===== config.mk =====
export PLATFORM = sky130hd
export DESIGN_NAME = load_store_unit_flat
export DESIGN_NICKNAME = d
export VERILOG_FILES = /design/src/rtl/lsu_pkg.sv /design/src/rtl/load_store_unit_if.sv /design/src/rtl/lsu_data_align.sv /design/src/rtl/load_store_unit.sv /design/src/flat_wrapper.sv
export SDC_FILE = /design/constraint.sdc
export NUM_CORES = 1
export LEC_CHECK = 0
export CAP_MARGIN = 15
export CORE_UTILIZATION = 45
export CTS_CLUSTER_SIZE = 25
export DETAILED_ROUTE_END_ITERATION = 10
export PLACE_DENSITY_LB_ADDON = 0.12
export SYNTH_ARGS = -nofsm -noshare
export SYNTH_HDL_FRONTEND = slang
export SYNTH_SLANG_ARGS = --single-unit

===== constraint.sdc =====
create_clock -name clk -period 3 [get_ports clk]
set_input_delay 0.45 -clock clk [delete_from_list [all_inputs] [get_ports clk]]
set_output_delay 0.45 -clock clk [all_outputs]
set_load 0.05 [all_outputs]

===== src/rtl/lsu_pkg.sv =====
// Shared definitions for the load/store unit: funct3 encodings, FSM states
// and request legality/alignment helpers.
package lsu_pkg;

  localparam logic [2:0] F3_B  = 3'b000;
  localparam logic [2:0] F3_H  = 3'b001;
  localparam logic [2:0] F3_W  = 3'b010;
  localparam logic [2:0] F3_BU = 3'b100;
  localparam logic [2:0] F3_HU = 3'b101;

  typedef enum logic [1:0] {IDLE, READ, WRITE, RESP} lsu_state_t;

  // op = {is_store, funct3}; stores have no unsigned variants
  function automatic logic is_legal_op(input logic [3:0] op);
    if (op[3]) return op[2:0] inside {F3_B, F3_H, F3_W};
    return op[2:0] inside {F3_B, F3_H, F3_W, F3_BU, F3_HU};
  endfunction

  function automatic logic is_misaligned(input logic [2:0] funct3, input logic [1:0] offset);
    case (funct3)
      F3_H, F3_HU: return offset[0];
      F3_W:        return offset != 2'b00;
      default:     return 1'b0;
    endcase
  endfunction

endpackage


===== src/rtl/load_store_unit_if.sv =====
// Pipeline request/response and data-memory port bundle of the load/store unit.
interface load_store_unit_if #(parameter int W = 32);

  logic         req_valid;
  logic         req_ready;
  logic [3:0]   req_op;
  logic [W-1:0] req_addr;
  logic [W-1:0] req_wdata;
  logic         resp_valid;
  logic         resp_ready;
  logic [W-1:0] resp_rdata;
  logic         resp_err;
  logic [W-1:0] mem_address;
  logic         mem_read;
  logic         mem_write;
  logic [W-1:0] mem_write_data;
  logic [W-1:0] mem_read_data;

  // slave: the unit itself; master: the pipeline plus memory around it
  modport slave (
    input  req_valid, req_op, req_addr, req_wdata, resp_ready, mem_read_data,
    output req_ready, resp_valid, resp_rdata, resp_err,
           mem_address, mem_read, mem_write, mem_write_data
  );

  modport master (
    output req_valid, req_op, req_addr, req_wdata, resp_ready, mem_read_data,
    input  req_ready, resp_valid, resp_rdata, resp_err,
           mem_address, mem_read, mem_write, mem_write_data
  );

endinterface


===== src/rtl/lsu_data_align.sv =====
// Combinational lane logic: extends loaded bytes/halfwords and merges
// sub-word store data into a previously read word.
module lsu_data_align
  import lsu_pkg::*;
#(
  parameter int W = 32
) (
  input  logic [W-1:0] word,
  input  logic [1:0]   offset,
  input  logic [2:0]   funct3,
  input  logic [W-1:0] store_data,
  output logic [W-1:0] load_data,
  output logic [W-1:0] store_word
);

  logic [7:0]  lane_b;
  logic [15:0] lane_h;

  always_comb begin
    lane_b    = word[{offset, 3'b000} +: 8];
    lane_h    = word[{offset[1], 4'b0000} +: 16];
    load_data = word;
    case (funct3)
      F3_B:    load_data = {{(W-8){lane_b[7]}}, lane_b};
      F3_H:    load_data = {{(W-16){lane_h[15]}}, lane_h};
      F3_BU:   load_data = {{(W-8){1'b0}}, lane_b};
      F3_HU:   load_data = {{(W-16){1'b0}}, lane_h};
      default: load_data = word;
    endcase

    store_word = word;
    case (funct3)
      F3_B:    store_word[{offset, 3'b000} +: 8]     = store_data[7:0];
      F3_H:    store_word[{offset[1], 4'b0000} +: 16] = store_data[15:0];
      default: store_word = store_data;
    endcase
  end

endmodule


===== src/rtl/load_store_unit.sv =====
// Data-memory initiator: one request in flight, read-modify-write for
// sub-word stores, error response for illegal/misaligned/out-of-range access.
module load_store_unit
  import lsu_pkg::*;
#(
  parameter int W = 32,
  parameter int N = 5
) (
  input  logic              clk,
  input  logic              rst,
  load_store_unit_if.slave  bus
);

  lsu_state_t   state, state_nxt;
  logic [3:0]   op_q;
  logic [W-1:0] addr_q;
  logic [W-1:0] wdata_q;
  logic [W-1:0] word_q;
  logic         err_q;
  logic         req_err;
  logic         accept;
  logic [W-1:0] load_data;
  logic [W-1:0] store_word;

  assign accept  = (state == IDLE) && bus.req_valid;
  // Any address bit at or above N+2 means the byte address is past the last word
  assign req_err = !is_legal_op(bus.req_op)
                || is_misaligned(bus.req_op[2:0], bus.req_addr[1:0])
                || ((bus.req_addr >> (N + 2)) != '0);

  lsu_data_align #(.W(W)) u_align (
    .word       (word_q),
    .offset     (addr_q[1:0]),
    .funct3     (op_q[2:0]),
    .store_data (wdata_q),
    .load_data  (load_data),
    .store_word (store_word)
  );

  always_ff @(posedge clk or negedge rst) begin
    if (!rst) state <= IDLE;
    else      state <= state_nxt;
  end

  always_ff @(posedge clk or negedge rst) begin
    if (!rst) begin
      op_q    <= '0;
      addr_q  <= '0;
      wdata_q <= '0;
      word_q  <= '0;
      err_q   <= 1'b0;
    end else begin
      if (accept) begin
        op_q    <= bus.req_op;
        addr_q  <= bus.req_addr;
        wdata_q <= bus.req_wdata;
        err_q   <= req_err;
      end
      if (state == READ) word_q <= bus.mem_read_data;
    end
  end

  always_comb begin
    state_nxt          = state;
    bus.req_ready      = 1'b0;
    bus.resp_valid     = 1'b0;
    bus.resp_rdata     = '0;
    bus.resp_err       = 1'b0;
    bus.mem_address    = '0;
    bus.mem_read       = 1'b0;
    bus.mem_write      = 1'b0;
    bus.mem_write_data = '0;
    case (state)
      IDLE: begin
        bus.req_ready = 1'b1;
        if (bus.req_valid) begin
          if (req_err)                                      state_nxt = RESP;
          else if (bus.req_op[3] && bus.req_op[2:0] == F3_W) state_nxt = WRITE;
          else                                              state_nxt = READ;
        end
      end
      READ: begin
        bus.mem_read    = 1'b1;
        bus.mem_address = {addr_q[W-1:2], 2'b00};
        state_nxt       = op_q[3] ? WRITE : RESP;
      end
      WRITE: begin
        bus.mem_write      = 1'b1;
        bus.mem_address    = {addr_q[W-1:2], 2'b00};
        bus.mem_write_data = store_word;
        state_nxt          = RESP;
      end
      RESP: begin
        bus.resp_valid = 1'b1;
        bus.resp_err   = err_q;
        bus.resp_rdata = (err_q || op_q[3]) ? '0 : load_data;
        if (bus.resp_ready) state_nxt = IDLE;
      end
      default: state_nxt = IDLE;
    endcase
  end

endmodule


===== src/flat_wrapper.sv =====
// flat-port wrapper written by rule: the top's interface ports become plain ports
module load_store_unit_flat import lsu_pkg::*;
#(
  parameter int W = 32,
  parameter int N = 5
)
  (clk, rst, bus_req_valid, bus_req_op, bus_req_addr, bus_req_wdata, bus_resp_ready, bus_mem_read_data, bus_req_ready, bus_resp_valid, bus_resp_rdata, bus_resp_err, bus_mem_address, bus_mem_read, bus_mem_write, bus_mem_write_data);
  load_store_unit_if #(.W(W)) bus_i ();
  input  logic clk;
  input  logic rst;
  input wire logic [$bits(bus_i.req_valid)-1:0] bus_req_valid;
  input wire logic [$bits(bus_i.req_op)-1:0] bus_req_op;
  input wire logic [$bits(bus_i.req_addr)-1:0] bus_req_addr;
  input wire logic [$bits(bus_i.req_wdata)-1:0] bus_req_wdata;
  input wire logic [$bits(bus_i.resp_ready)-1:0] bus_resp_ready;
  input wire logic [$bits(bus_i.mem_read_data)-1:0] bus_mem_read_data;
  output wire logic [$bits(bus_i.req_ready)-1:0] bus_req_ready;
  output wire logic [$bits(bus_i.resp_valid)-1:0] bus_resp_valid;
  output wire logic [$bits(bus_i.resp_rdata)-1:0] bus_resp_rdata;
  output wire logic [$bits(bus_i.resp_err)-1:0] bus_resp_err;
  output wire logic [$bits(bus_i.mem_address)-1:0] bus_mem_address;
  output wire logic [$bits(bus_i.mem_read)-1:0] bus_mem_read;
  output wire logic [$bits(bus_i.mem_write)-1:0] bus_mem_write;
  output wire logic [$bits(bus_i.mem_write_data)-1:0] bus_mem_write_data;
  assign bus_i.req_valid = bus_req_valid;
  assign bus_i.req_op = bus_req_op;
  assign bus_i.req_addr = bus_req_addr;
  assign bus_i.req_wdata = bus_req_wdata;
  assign bus_i.resp_ready = bus_resp_ready;
  assign bus_i.mem_read_data = bus_mem_read_data;
  assign bus_req_ready = bus_i.req_ready;
  assign bus_resp_valid = bus_i.resp_valid;
  assign bus_resp_rdata = bus_i.resp_rdata;
  assign bus_resp_err = bus_i.resp_err;
  assign bus_mem_address = bus_i.mem_address;
  assign bus_mem_read = bus_i.mem_read;
  assign bus_mem_write = bus_i.mem_write;
  assign bus_mem_write_data = bus_i.mem_write_data;
  load_store_unit #(.W(W), .N(N)) u_core (.clk(clk), .rst(rst), .bus(bus_i));
endmodule

==> results of run 1 <==
## area by class of cell
type                       instances  area, µm²  share of cell area, %
tap                              168        210                   2.46
inverter                          24       90.1                   1.06
timing repair buffer             216       2480                   29.1
multi-input combinational        379       2880                   33.7
sequential                       103       2580                   30.2
clock buffer                       9        225                   2.64
clock inverter                     6       71.3                  0.835
## worst reg2reg max path: stages, from the launching register on
cell and delay (ns):
dfrtp_1 0.42, inv_1 0.15, ha_4 0.18, nand2_2 0.08, or4_1 0.52, a2111oi_4 0.27, a31oi_1 0.13
## power by group through the flow
stage	registers [mW]	clock network [mW]	logic, mW
after floorplan	2.48	0	4.50
after global placement	2.76	0	6.58
after detailed placement	2.80	0	6.68
after CTS	2.77	1.19	6.73
after global routing	2.88	1.25	7.16
final	2.81	1.18	6.77
## timing repair
item	in CTS	in global routing
hold buffers	0	0
gates resized for setup	2	9
endpoints found under the setup margin	29	60
setup buffers	1	1
pin swaps	1	2
## stage by stage
step / power (mW) / hold slack (ns)
4_1_cts: 10.7 / 0.0800
2_1_floorplan: 6.99 / 0.154
3_3_place_gp: 9.34 / 0.446
6_report: 10.8 / 0.0587
5_1_grt: 11.3 / 0.103
3_5_place_dp: 9.47 / 0.452
## registers in the layout (all words and copies together), names as in the netlist
name and flops:
u_core.word_q 32, u_core.op_q 4, u_core.err_q 1, u_core.state 2, u_core.addr_q 32, u_core.wdata_q 32
## worst max-delay path by stage
| stage | to | from |
|---|---|---|
| floorplan | bus_mem_write_data[25] | u_core.addr_q[1] |
| global placement | bus_mem_address[3] | u_core.state[0] |
| detailed placement | bus_mem_address[15] | u_core.state[0] |
| CTS | bus_mem_write_data[10] | u_core.addr_q[0] |
| global route | bus_mem_write_data[29] | u_core.addr_q[0] |
| finish | bus_mem_write_data[27] | u_core.addr_q[0] |
## cells by family after synthesis
family | after synthesis | share of synthesized area [%]
other | 1 | 0.0660
muxes | 94 | 18.6
DFF | 103 | 45.4
AOI/OAI and AO/OA | 104 | 14.5
adders and majority gates | 9 | 1.98
and+or+nand+nor | 170 | 14.9
buffers and inverters | 60 | 4.60
## routing by layer
metal	wire, µm	track usage, %	up-vias	share of wire (%)
li1	-	-	2320	-
met1	6780	34.3	2456	39
met2	8300	44.3	268	48
met3	1870	8.15	28	11
met4	362	7.97	0	2.1
met5	0	0	-	0
## cell usage after synthesis (2+ instances only)
library cell / number / area, µm²
o2bb2ai_1: 8 / 70.1
nand2_1: 73 / 274
or2_2: 2 / 12.5
a222oi_1: 15 / 150
nor4_1: 5 / 31.3
clkbuf_1: 14 / 52.6
mux2_2: 92 / 1040
nand2b_1: 7 / 43.8
dfrtp_1: 103 / 2580
o32ai_1: 3 / 26.3
a221oi_1: 8 / 70.1
o21ai_0: 18 / 90.1
inv_1: 23 / 86.3
a21oi_1: 13 / 65.1
buf_2: 9 / 45.0
a211o_1: 2 / 17.5
nor2b_1: 4 / 25.0
clkbuf_2: 2 / 10.0
nor2_1: 32 / 120
nor3_2: 2 / 20.0
mux2i_1: 2 / 20.0
and3_1: 3 / 18.8
ha_1: 9 / 113
buf_1: 6 / 22.5
a22oi_1: 16 / 120
and2_1: 31 / 194
o221a_2: 7 / 78.8
nor4_4: 2 / 42.5
a31oi_1: 9 / 56.3
buf_4: 4 / 30.0
==> flow_summary_export.csv, run 1 <==
group,metric,value,unit
sta,slew_viol_final,0,
power,leakagePower,3.64,nW
sta,tightestPinTransition,0.790,ns
clocking,path_clk_slew,0.07,ns
sta,hold_viol,0,
drt,wl_per_cell,19.1,µm
power,switching_share,48.1,%
drt,drt-total-wl,17300,µm
drt,drc_errors,0,
finish,layout.cells.most_common,"clkdlybuf4s50_1",
power,clockPowerShare,11.0,%
worst_setup_path,cp_cell_sequence,"inv_1 > ha_1 > nand2b_1 > nor4_4 > buf_4 > nand2_1 > a21oi_1 > buf_12",
worst_setup_path,crit_type,"reg2out",
placed_design,gp_congestion,0.921,
synth,synthArstFlopShare,100,%
drt,dr.pass1.iters,6,
sta,fin_crit_sh,96.4,%
clocking,cts.sinks,103,
worst_setup_path,slowest_delay,0.44,ns
synth,synth.ff_latch_count,103,
clocking,insertion_delay,0.35,ns
synth,synth-main-ff-cell,"dfrtp_1",
finish,final_area,8540,µm²
drt,initialDrtViolationCount,353,
worst_setup_path,critPathRequiredTime,2.55,ns
placed_design,io_buffers,202,
finish,final_cells,905,
synth,yosysWarningCount,0,
floorplanning,die_x,114,µm
worst_setup_path,start_kind,"flip-flop",
finish,n_fill_cell,929,
grt,antenna_found_initial,0,
synth,yosys.cell_types.count,47,
worst_setup_path,r2r_cells,6,
placed_design,placedCellCount,888,
floorplanning,rows,40,
grt,grt_pass1_vias,4984,
sta,skew,0.00660,ns
floorplanning,initial_core_util,46.7,%
clocking,clock_path_buffers,2,
drt,vias,5072,
worst_hold_path,hold_class,"in2async",
synth,synth_edf_count,0,
finish,layout-drive-gt1-share,29.3,%
power,max-vdd-ir-drop,0.859,mV
worst_setup_path,path_buf_inv,3,
drt,drt-vias-per-instance,5.60,
grt,grt_max_degree,66,
sta,post-route-min-period,2.89,ns
clocking,tritoncts,"built",
grt,grt_usage,27.0,%
floorplanning,die-area,13100,µm²
finish,final_cell_mix,"clkdlybuf4s50_1, dfrtp_1, mux2_2",
power,seqPwrFrac,26.1,%
sta,fmax,0.346,GHz
run_status,status,"finished clean",
grt,grt_pass1_wl,26700,µm
power,p_sw,5.18,mW
sta,worst_slack,0.109,ns
sta,relSlewSlack,47.3,%
worst_setup_path,crit_fanout,8,
synth,synth.avg_cell_area,10.5,µm²
synth,netlist_area,5680,µm²
worst_setup_path,slowest_stage,"dfrtp_2",
worst_setup_path,r2r-end,"u_core.state[0]",
run,maxCapViolations,0,
synth,ys_seq_area_share,45.4,%
worst_setup_path,r2r_slack,1.12,ns
worst_setup_path,cp_top_family,"simple AND/OR/NAND/NOR gates",
power,power_density,1260,nW/µm²
sta,setup_viol,0,
clocking,cts-root-buf,"clkbuf_16",
synth,netlist_instances,541,
worst_setup_path,cp.depth,8,
worst_setup_path,r2r_start,"u_core.state[0]",
grt,overflow,0,
placed_design,place_ws,0.226,ns
finish,postLayoutCoreUtil,70.2,%
drt,drtAntennaViolNets,0,
floorplanning,core_area,12200,µm²
clocking,cts.htree.levels,3,
finish,area_delta_synth_final,50.2,%
sta,rsz0062_at_grt,"no",
floorplanning,io-pin-count,205,
worst_setup_path,cp.arrival,2.44,ns
placed_design,dpl-instance-area,8190,µm²
finish,n_antenna_cell,0,
worst_setup_path,end_kind,"primary output",
placed_design,dp_hpwl,12900,µm
floorplanning,chipHeight,114,µm
power,internal_power,5.58,mW
power,power_frac_comb,62.9,%
clocking,cts-buffers-inserted,9,
sta,final.setup.tns,0,ns
finish,nNetsFinal,846,
Note: power is estimated with default switching activity, not from simulation.
==> run 2, diff against run 1 <==
- PLACE_DENSITY: default -> 0.91
- PLACE_DENSITY_LB_ADDON: 0.12 -> default
==> run 2 against run 1 <==
Effect of this change: sequential power is 1% higher; first-iteration DRC count is 68% higher; hold slack better by 0.11 ns; sequential share of layout area is 0.079 points lower; via count is 3.3% higher; die area stayed put; total power is 1.2% higher; fmax is 1.4% lower; worst setup slack worse by 0.042 ns; clock-buffer cell count is 2 higher; final cell count is 0.33% higher; non-clock buffer count is 2 higher; critical endpoint is now bus_mem_write_data[6].
==> flow_summary_export.csv, run 2 (same netlist as run 1, synthesis figures left out) <==
group,metric,value,unit
drt,drt-vias-per-instance,5.77,
sta,relSlewSlack,48.9,%
sta,post-route-min-period,2.93,ns
clocking,insertion_delay,0.35,ns
worst_setup_path,crit_type,"reg2out",
sta,tightestPinTransition,0.767,ns
clocking,cts-root-buf,"clkbuf_16",
finish,layout-drive-gt1-share,30.0,%
clocking,tritoncts,"built",
clocking,cts.sinks,103,
grt,grt_max_degree,69,
finish,final_cell_mix,"clkdlybuf4s50_1, dfrtp_1, mux2_2",
power,power_density,1270,nW/µm²
worst_setup_path,start_kind,"flip-flop",
drt,drt-total-wl,19100,µm
finish,area_delta_synth_final,50.6,%
floorplanning,rows,40,
placed_design,dp_hpwl,14200,µm
sta,hold_viol,0,
sta,worst_slack,0.0669,ns
floorplanning,io-pin-count,205,
clocking,path_clk_slew,0.07,ns
floorplanning,die_x,114,µm
worst_setup_path,end_kind,"primary output",
sta,skew,0.00554,ns
worst_setup_path,cp.arrival,2.48,ns
placed_design,dpl-instance-area,8210,µm²
worst_setup_path,critPathRequiredTime,2.55,ns
sta,setup_viol,0,
drt,drc_errors,0,
worst_hold_path,hold_class,"in2async",
power,leakagePower,3.63,nW
grt,overflow,0,
clocking,clock_path_buffers,2,
grt,grt_pass1_wl,29500,µm
placed_design,gp_congestion,0.924,
floorplanning,chipHeight,114,µm
sta,final.setup.tns,0,ns
finish,nNetsFinal,848,
finish,final_area,8560,µm²
grt,antenna_found_initial,0,
grt,grt_usage,29.7,%
finish,layout.cells.most_common,"clkdlybuf4s50_1",
sta,fin_crit_sh,97.8,%
drt,drtAntennaViolNets,0,
drt,wl_per_cell,21.0,µm
finish,n_fill_cell,862,
sta,hold_ws,0.167,ns
clocking,cts.htree.levels,3,
placed_design,io_buffers,202,
drt,met3_length,1890,µm
power,max-vdd-ir-drop,1.06,mV
finish,largestRegisters,"u_core.addr_q (32), u_core.wdata_q (32), u_core.word_q (32)",
drt,topRoutingLayerUsed,"met4",
run_status,status,"finished clean",
floorplanning,die-area,13100,µm²
finish,n_antenna_cell,0,
drt,wl_met1,7310,µm
clocking,cts-buffers-inserted,9,
sta,fmax,0.341,GHz
drt,initialDrtViolationCount,593,
worst_setup_path,crit_fanout,22,
drt,met2_length,9450,µm
grt,grt_pass1_vias,5410,
floorplanning,initial_core_util,46.7,%
sta,slew_viol_final,0,
drt,dr.pass1.iters,9,
floorplanning,core_area,12200,µm²
placed_design,place_ws,0.210,ns
drt,vias,5238,
run,maxCapViolations,0,
## run 2: cell count changes in the layout (fill, tap and decap cells not counted), sizes merged
cell	previous run	this run
buf	81	85
clkinv	4	2
clkbuf	9	11
dlymetal6s2s	2	0
clkinvlp	1	3
bufinv	1	0
## run 2: timing repair
action                                  CTS  global route
buffers inserted                          0             2
pin swaps                                 1             2
hold buffers                              0             0
resized for setup                         1             9
endpoints found under the setup margin   27            58
## run 2: critical path, stage by stage (launching register included)
cell	delay [ns]
dfrtp_1	0.49
or2_4	0.40
nor3_2	0.59
a22oi_1	0.18
nor2_1	0.29
buf_12	0.18
## run 2: layer usage
| layer | global-route usage, % | vias up |
|---|---|---|
| met5 | 0 | - |
| met4 | 8.92 | 0 |
| met3 | 7.68 | 32 |
| met2 | 50.5 | 320 |
| met1 | 37.2 | 2564 |
| li1 | - | 2322 |
## run 2: final timing paths
path / from / end / slack, ns / depth (start not counted)
hold reg to reg: u_core.addr_q[18] / u_core.addr_q[18] / 0.51 / 1
min in group clk: u_core.addr_q[18] / u_core.addr_q[18] / 0.51 / 1
max in group asynchronous: rst / u_core.word_q[18] / 2.11 / 2
hold / removal: rst / u_core.addr_q[29] / 0.17 / 1
setup / recovery: u_core.op_q[1] / bus_mem_write_data[6] / 0.07 / 5
setup reg to reg: u_core.state[0] / u_core.state[1] / 1.08 / 6
## run 2: metrics by stage
stage	total power [mW]	cells	utilization, %
floorplan	6.99	542	-
global placement	9.37	890	67.5
detailed placement	9.57	890	67.5
CTS	10.8	906	69.9
global route	11.4	908	70.4
finish	10.9	908	70.4
## run 2: power by group
part | total [mW] | leakage [nW] | internal, mW | switching (mW)
sequential | 2.85 | 1.22 | 2.10 | 0.749
clock | 1.16 | 0.134 | 0.613 | 0.545
combinational | 6.88 | 2.27 | 2.86 | 4.02
total | 10.9 | 3.63 | 5.58 | 5.31
## run 2: final cells by class
cell class / count / area (µm²) / area share [%]
inverter: 24 / 90.1 / 1.05
clock inverter: 5 / 40.0 / 0.468
sequential: 103 / 2580 / 30.1
timing repair buffer: 218 / 2490 / 29.1
multi-input combinational: 379 / 2890 / 33.8
tap: 168 / 210 / 2.46
clock buffer: 11 / 253 / 2.95
==> run 3, diff against run 2 <==
- ABC_CLOCK_PERIOD_IN_PS: default -> 3000
==> results of run 3 <==
Same layout as run 2: the final DEF is identical, and so are final timing and power.
